**config.mk**
```make
export PLATFORM = sky130hd
export DESIGN_NAME = id_ex_reg
export DESIGN_NICKNAME = d
export VERILOG_FILES = /design/src/rtl/id_ex_reg_pkg.sv /design/src/rtl/id_ex_reg_stage_reg.sv /design/src/rtl/id_ex_reg.sv
export SDC_FILE = /design/constraint.sdc
export NUM_CORES = 1
export LEC_CHECK = 0
export BUFFER_PORTS_ARGS = -buffer_cell sky130_fd_sc_hd__clkbuf_2
export CORE_ASPECT_RATIO = 1.5
export CORE_MARGIN = 5
export CORE_UTILIZATION = 44
export CTS_BUF_LIST = sky130_fd_sc_hd__clkbuf_2 sky130_fd_sc_hd__clkbuf_4 sky130_fd_sc_hd__clkbuf_8
export DETAILED_ROUTE_END_ITERATION = 10
export GPL_ROUTABILITY_DRIVEN = 1
export PLACE_DENSITY = 0.88
export SLEW_MARGIN = 20
export SYNTH_ARGS = -nofsm -noshare
export SYNTH_HDL_FRONTEND = slang
export SYNTH_HIERARCHICAL = 1
export SYNTH_SLANG_ARGS = --single-unit
```
**constraint.sdc**
```tcl
create_clock -name clk -period 3.8 [get_ports clk]
set_input_delay 0.19 -clock clk [delete_from_list [all_inputs] [get_ports clk]]
set_output_delay 0.19 -clock clk [all_outputs]
set_load 0.1 [all_outputs]
```
**src/rtl/id_ex_reg_pkg.sv**
```systemverilog
// Shared ID/EX pipeline field definitions: ALU op encodings, specifier width,
// packed control vector and the bubble control constant.
package id_ex_reg_pkg;

  localparam int unsigned REG_W    = 5;
  localparam int unsigned ALU_OP_W = 3;

  localparam logic [ALU_OP_W-1:0] ALU_OP_ADD    = 3'b000;
  localparam logic [ALU_OP_W-1:0] ALU_OP_SUB    = 3'b001;
  localparam logic [ALU_OP_W-1:0] ALU_OP_R_TYPE = 3'b010;
  localparam logic [ALU_OP_W-1:0] ALU_OP_AND    = 3'b011;
  localparam logic [ALU_OP_W-1:0] ALU_OP_OR     = 3'b100;
  localparam logic [ALU_OP_W-1:0] ALU_OP_SLT    = 3'b101;
  localparam logic [ALU_OP_W-1:0] ALU_OP_LUI    = 3'b110;
  localparam logic [ALU_OP_W-1:0] ALU_OP_NOP    = 3'b111;

  typedef struct packed {
    logic                valid;
    logic [ALU_OP_W-1:0] alu_op;
    logic                alu_src;
    logic                reg_dst;
    logic                branch;
    logic                mem_read;
    logic                mem_write;
    logic                mem_to_reg;
    logic                reg_write;
  } ctrl_t;

  localparam int unsigned CTRL_W = $bits(ctrl_t);

  // Bubble: no side effects anywhere downstream, ALU told to do nothing.
  localparam ctrl_t CTRL_BUBBLE = '{
    valid:      1'b0,
    alu_op:     ALU_OP_NOP,
    alu_src:    1'b0,
    reg_dst:    1'b0,
    branch:     1'b0,
    mem_read:   1'b0,
    mem_write:  1'b0,
    mem_to_reg: 1'b0,
    reg_write:  1'b0
  };

endpackage

```
**src/rtl/id_ex_reg_stage_reg.sv**
```systemverilog
// Generic pipeline stage register: reset > hold > flush > load, all synchronous.
module stage_reg #(
  parameter int unsigned     WIDTH   = 8,
  parameter logic [WIDTH-1:0] RST_VAL = '0
) (
  input  logic             clk,
  input  logic             reset,
  input  logic             hold,
  input  logic             flush,
  input  logic [WIDTH-1:0] flush_val,
  input  logic [WIDTH-1:0] d,
  output logic [WIDTH-1:0] q
);

  always_ff @(posedge clk) begin
    if (reset)      q <= RST_VAL;
    else if (hold)  q <= q;
    else if (flush) q <= flush_val;
    else            q <= d;
  end

endmodule

```
**src/rtl/id_ex_reg.sv**
```systemverilog
// ID/EX pipeline register with hold, flush, valid flag and saturating bubble count.
// Optional WB-to-EX operand bypass enabled by defining ID_EX_WB_BYPASS_EN.
module id_ex_reg
  import id_ex_reg_pkg::*;
#(
  parameter int unsigned DATA_W = 32,
  parameter int unsigned CNT_W  = 16
) (
  input  logic                clk,
  input  logic                reset,
  input  logic                hold,
  input  logic                flush,
  input  logic                id_valid,
  input  logic [DATA_W-1:0]   id_pc4,
  input  logic [DATA_W-1:0]   id_rd1,
  input  logic [DATA_W-1:0]   id_rd2,
  input  logic [DATA_W-1:0]   id_imm,
  input  logic [REG_W-1:0]    id_rs,
  input  logic [REG_W-1:0]    id_rt,
  input  logic [REG_W-1:0]    id_rd,
  input  logic [ALU_OP_W-1:0] id_alu_op,
  input  logic                id_alu_src,
  input  logic                id_reg_dst,
  input  logic                id_branch,
  input  logic                id_mem_read,
  input  logic                id_mem_write,
  input  logic                id_mem_to_reg,
  input  logic                id_reg_write,
  input  logic                wb_reg_write,
  input  logic [REG_W-1:0]    wb_write_reg,
  input  logic [DATA_W-1:0]   wb_write_data,
  output logic                ex_valid,
  output logic [DATA_W-1:0]   ex_pc4,
  output logic [DATA_W-1:0]   ex_rd1,
  output logic [DATA_W-1:0]   ex_rd2,
  output logic [DATA_W-1:0]   ex_imm,
  output logic [5:0]          ex_funct,
  output logic [REG_W-1:0]    ex_rs,
  output logic [REG_W-1:0]    ex_rt,
  output logic [REG_W-1:0]    ex_rd,
  output logic [ALU_OP_W-1:0] ex_alu_op,
  output logic                ex_alu_src,
  output logic                ex_reg_dst,
  output logic                ex_branch,
  output logic                ex_mem_read,
  output logic                ex_mem_write,
  output logic                ex_mem_to_reg,
  output logic                ex_reg_write,
  output logic [CNT_W-1:0]    bubble_count
);

  localparam int unsigned DVEC_W = 4 * DATA_W + 3 * REG_W;

  ctrl_t              ctrl_d;
  ctrl_t              ctrl_q;
  logic [DATA_W-1:0]  rd1_d;
  logic [DATA_W-1:0]  rd2_d;
  logic [DVEC_W-1:0]  dvec_d;
  logic [DVEC_W-1:0]  dvec_q;

`ifdef ID_EX_WB_BYPASS_EN
  // Same-cycle WB write forwarded into the captured operands ($0 never forwards).
  always_comb begin
    rd1_d = id_rd1;
    rd2_d = id_rd2;
    if (wb_reg_write && (wb_write_reg != '0) && (wb_write_reg == id_rs)) rd1_d = wb_write_data;
    if (wb_reg_write && (wb_write_reg != '0) && (wb_write_reg == id_rt)) rd2_d = wb_write_data;
  end
`else
  logic unused_wb;
  assign unused_wb = &{1'b0, wb_reg_write, wb_write_reg, wb_write_data};
  assign rd1_d = id_rd1;
  assign rd2_d = id_rd2;
`endif

  // Upstream bubbles (id_valid = 0) still get their control forced inert.
  always_comb begin
    ctrl_d = CTRL_BUBBLE;
    if (id_valid) begin
      ctrl_d.valid      = 1'b1;
      ctrl_d.alu_op     = id_alu_op;
      ctrl_d.alu_src    = id_alu_src;
      ctrl_d.reg_dst    = id_reg_dst;
      ctrl_d.branch     = id_branch;
      ctrl_d.mem_read   = id_mem_read;
      ctrl_d.mem_write  = id_mem_write;
      ctrl_d.mem_to_reg = id_mem_to_reg;
      ctrl_d.reg_write  = id_reg_write;
    end
  end

  assign dvec_d = {id_pc4, rd1_d, rd2_d, id_imm, id_rs, id_rt, id_rd};

  stage_reg #(.WIDTH(CTRL_W), .RST_VAL(CTRL_BUBBLE)) u_ctrl_reg (
    .clk       (clk),
    .reset     (reset),
    .hold      (hold),
    .flush     (flush),
    .flush_val (CTRL_BUBBLE),
    .d         (ctrl_d),
    .q         (ctrl_q)
  );

  stage_reg #(.WIDTH(DVEC_W), .RST_VAL('0)) u_data_reg (
    .clk       (clk),
    .reset     (reset),
    .hold      (hold),
    .flush     (flush),
    .flush_val ('0),
    .d         (dvec_d),
    .q         (dvec_q)
  );

  // Counts only bubbles inserted here by flush, saturating at all-ones.
  always_ff @(posedge clk) begin
    if (reset)
      bubble_count <= '0;
    else if (!hold && flush && (bubble_count != '1))
      bubble_count <= bubble_count + CNT_W'(1);
  end

  assign {ex_pc4, ex_rd1, ex_rd2, ex_imm, ex_rs, ex_rt, ex_rd} = dvec_q;
  assign ex_funct      = ex_imm[5:0];
  assign ex_valid      = ctrl_q.valid;
  assign ex_alu_op     = ctrl_q.alu_op;
  assign ex_alu_src    = ctrl_q.alu_src;
  assign ex_reg_dst    = ctrl_q.reg_dst;
  assign ex_branch     = ctrl_q.branch;
  assign ex_mem_read   = ctrl_q.mem_read;
  assign ex_mem_write  = ctrl_q.mem_write;
  assign ex_mem_to_reg = ctrl_q.mem_to_reg;
  assign ex_reg_write  = ctrl_q.reg_write;

endmodule
```
==> results.py <==
metrics = {
    "timing": {
        "final-hold-violation-count": 0,
        "min_period_ns": 1.833,
        "rsz_0062_raised_after_global_routing": "no",
        "relSlewSlack_pct": 35.09,
        "fmaxAchievable_ghz": 0.5455,
        "tns_ns": 0,
        "slew_violations": 0,
        "clock_skew_ns": 0.01039,
        "final_clock_period_utilization_by_the_worst_path_pct": 48.24,
        "slew_of_the_pin_with_the_lowest_slew_margin_ns": 0.9737,
        "finalWorstSetupSlack_ns": 1.967,
        "setup_viol_count_final": 0,
    },
    "drt": {
        "antenna_left": 0,
        "routed_wire_length_per_instance_um": 15.67,
        "drt_iter0_markers": 420,
        "drtPass1Iterations": 4,
        "route.vias.total": 7328,
        "routed_via_density": 5.016,
        "post-route-drc-count": 0,
        "wl_mm": 22.89,
    },
    "pwr": {
        "leakagePower_uw": 0.005255,
        "pwr_density_cell_nw_per_um2": 466.6,
        "ir_worst_vdd_mv": 0.2754,
    },
    "setup_path": {
        "worst_path_largest_cell_delay_ns": 0.43,
        "critical_path.cell_chain": "ha_1 -> and3b_1 -> nor4b_2 -> a31oi_1 -> a211oi_1",
        "crit_path_top_delay_cell": "dfxtp_1",
        "cpLargestDelayFamily": "simple AND/OR/NAND/NOR gates",
        "setup.worst_path.start_class": "register",
        "cp.buffers_inverters": 0,
        "path_class": "register to register",
        "worst-path-max-fanout": 6,
        "required_ns": 4.15,
        "crit_arrival_ns": 2.18,
        "endpoint_kind": "register",
    },
    "flow_run": {
        "maxCapViolCount": 0,
    },
    "die": {
        "core-area_sq_um": 18020,
        "design.portCount": 372,
        "initial_utilization_pct": 44.97,
        "die_h_um": 176.2,
        "chipWidth_um": 120.8,
        "die-area_sq_um": 21280,
        "cell_row_count": 60,
    },
    "synth": {
        "seq_area_frac_synth_pct": 42.01,
        "synth_top_cells_by_area": "dfxtp_1 (42%), mux2i_1 (19%), a211oi_1 (14%)",
        "synth_top_area_share_pct": 42.01,
        "synth-main-ff-cell": "dfxtp_1",
        "synth.ff_latch_count": 170,
        "synth-warning-count": 6,
        "mappedNetlistArea_sq_um": 8102,
        "ys_types": 45,
        "largest_area_contributor_in_the_synthesized_netlist": "dfxtp_1",
        "post_synth_edffs": 0,
        "synth-async-reset-ratio_pct": 0,
        "synth_cells": 798,
        "post_synthesis_average_cell_area_sq_um": 10.15,
    },
    "layout": {
        "area_of_all_placed_cells_without_fillers_sq_um": 10700,
        "layoutNonFillerInstCount": 1461,
        "regArea_sq_um": 3403,
        "area_occupied_by_multi_input_gates_sq_um": 4801,
        "area.growth.synth_to_final_pct": 32.03,
        "nets": 1428,
        "antennaDiodeCount": 0,
        "final_layout_size_suffix_gt1_share_pct": 30.31,
        "fillCellCount": 1543,
    },
    "clocking": {
        "htree_num_levels": 4,
        "clock_tree.root_cell": "clkbuf_8",
        "tritoncts": "built",
        "cts_repair_resize_count": 0,
        "holdBufCountCts": 0,
        "cts_sinks": 170,
        "postCtsSetupRepairBufs": 0,
        "tritoncts.num_buffers": 17,
        "clk_pin_slew_worst_paths_ns": 0.10,
        "ctsLongestPathBuffers": 2,
        "clk-insertion-delay-late_ns": 0.44,
    },
    "global_routing": {
        "grt_antenna_before_repair": 0,
        "vias_in_the_first_global_route": 7351,
        "met2_routing_resource_usage_after_global_routing_pct": 35.11,
        "wire_length_of_the_first_global_routing_pass_mm": 36.14,
        "grtUsageTotal_pct": 20.77,
        "gr-max-usage-layer": "met2",
        "overflow_left_after_global_routing": 0,
        "gr-usage-met1_pct": 24.03,
        "gr-usage-met3_pct": 6.795,
        "grt_start_max_net_pins": 98,
    },
    "placement": {
        "hpwl_mm": 16.16,
        "place.port_buffers": 333,
        "dp.cells": 1429,
        "gp_congestion": 0.7859,
        "post_placement_worst_setup_slack_ns": 1.688,
        "placed_cell_area_sq_um": 10240,
    },
    "min_path": {
        "worstHoldPathType": "primary input to register",
    },
    "outcome": {
        "outcome": "finished clean",
    },
}
[state kept, by name, indices dropped and copies added, names as in the netlist]
name,count
bubble_count,16
u_ctrl_reg/q,11
u_data_reg/q,143
[worst reg2reg max path, delay by kind of cell (launching register included)]
| family | cells | cell delay (ns) |
|---|---|---|
| fa+ha+maj | 1 | 0.23 |
| simple gates | 2 | 0.71 |
| flops | 1 | 0.43 |
| compound gates | 2 | 0.37 |
[cells by family (layout without fill, tap and decap cells)]
kind of cell / after synthesis / count (layout) / synth area share, %
simple gates: 209 / 209 / 16.45
compound gates: 180 / 180 / 16.19
flops: 170 / 170 / 42.01
mux: 156 / 156 / 19.34
buf+inv: 80 / 374 / 5.776
other cells: 2 / 154 / 0.09270
fa+ha+maj: 1 / 1 / 0.1544
[path summary, 6_finish.rpt]
check | startpoint | end | slack (ns) | cells past startpoint
max | bubble_count[0]$_SDFFE_PP0P_ | bubble_count[14]$_SDFFE_PP0P_ | 1.97 | 5
min reg2reg | u_data_reg/q[42]$_SDFFE_PP0N_ | u_data_reg/q[42]$_SDFFE_PP0N_ | 0.51 | 2
max reg2reg | bubble_count[0]$_SDFFE_PP0P_ | bubble_count[14]$_SDFFE_PP0P_ | 1.97 | 5
min | id_rs[0] | u_data_reg/q[10]$_SDFFE_PP0N_ | 0.05 | 3
[power by group]
part | switching, uW | internal [uW] | leakage (uW) | total [uW]
combinational | 1240 | 320 | 0.00362 | 1560
clock | 720 | 744 | 0.000227 | 1460
sequential | 66.7 | 1900 | 0.00141 | 1970
[cell usage after synthesis, types with 3 or more instances]
library cell / number
dfxtp_1: 170
mux2i_1: 155
a211oi_1: 152
nor2b_1: 152
clkbuf_1: 40
buf_4: 14
a21oi_1: 11
buf_2: 11
and2_1: 7
buf_8: 7
nand2_1: 7
o21ai_0: 6
nor2_1: 5
or3_1: 5
inv_1: 4
nand3_1: 4
nand4_1: 4
nor3b_1: 4
a31oi_1: 3
buf_6: 3
nand2b_1: 3
nor3_1: 3
[metrics by stage]
stage	utilization, %	hold slack [ns]	power (uW)
floorplan	-	0.2693	3290
global placement	56.86	0.4901	3542
detailed placement	56.86	0.4989	3565
CTS	59.37	0.01689	5023
global route	59.37	0.02508	5193
finish	59.37	0.05302	4991
[per-layer routing]
layer  vias to the layer above  wire, um
met5                         -         0
met4                         0       884
met3                        49      1823
met2                       302     11070
met1                      3357      9113
li1                       3620         -
[cell usage in the layout (no fill, tap or decap), types with 2 or more instances in the layout]
| cell | synthesis | final |
|---|---|---|
| and3_1 | 2 | 2 |
| and2_1 | 7 | 7 |
| clkinv_4 | 0 | 3 |
| o21ai_0 | 6 | 6 |
| and4_1 | 2 | 2 |
| nand2_1 | 7 | 7 |
| nor3_1 | 3 | 3 |
| a31oi_1 | 3 | 3 |
| conb_1 | 2 | 154 |
| clkbuf_8 | 0 | 18 |
| or3_1 | 5 | 5 |
| buf_4 | 14 | 3 |
| nor2b_1 | 152 | 152 |
| bufinv_16 | 0 | 4 |
| mux2i_1 | 155 | 155 |
| a21oi_1 | 11 | 11 |
| inv_6 | 0 | 2 |
| inv_1 | 4 | 4 |
| clkbuf_2 | 0 | 330 |
| inv_8 | 0 | 3 |
| nand4_1 | 4 | 4 |
| nor3b_1 | 4 | 4 |
| or4_1 | 2 | 2 |
| buf_12 | 0 | 3 |
| dfxtp_1 | 170 | 170 |
| nor2_1 | 5 | 5 |
| nand2b_1 | 3 | 3 |
| o31ai_1 | 2 | 2 |
| a211oi_1 | 152 | 152 |
| nand3_1 | 4 | 4 |
[final cells by class]
class,instances,area share [%]
multi-input combinational,700,44.88
clock buffer,18,2.258
timing repair buffer,337,16.34
tap,217,2.538
inverter,5,0.1989
clock inverter,14,1.965
sequential,170,31.82
(Power assumes the default switching activity.)
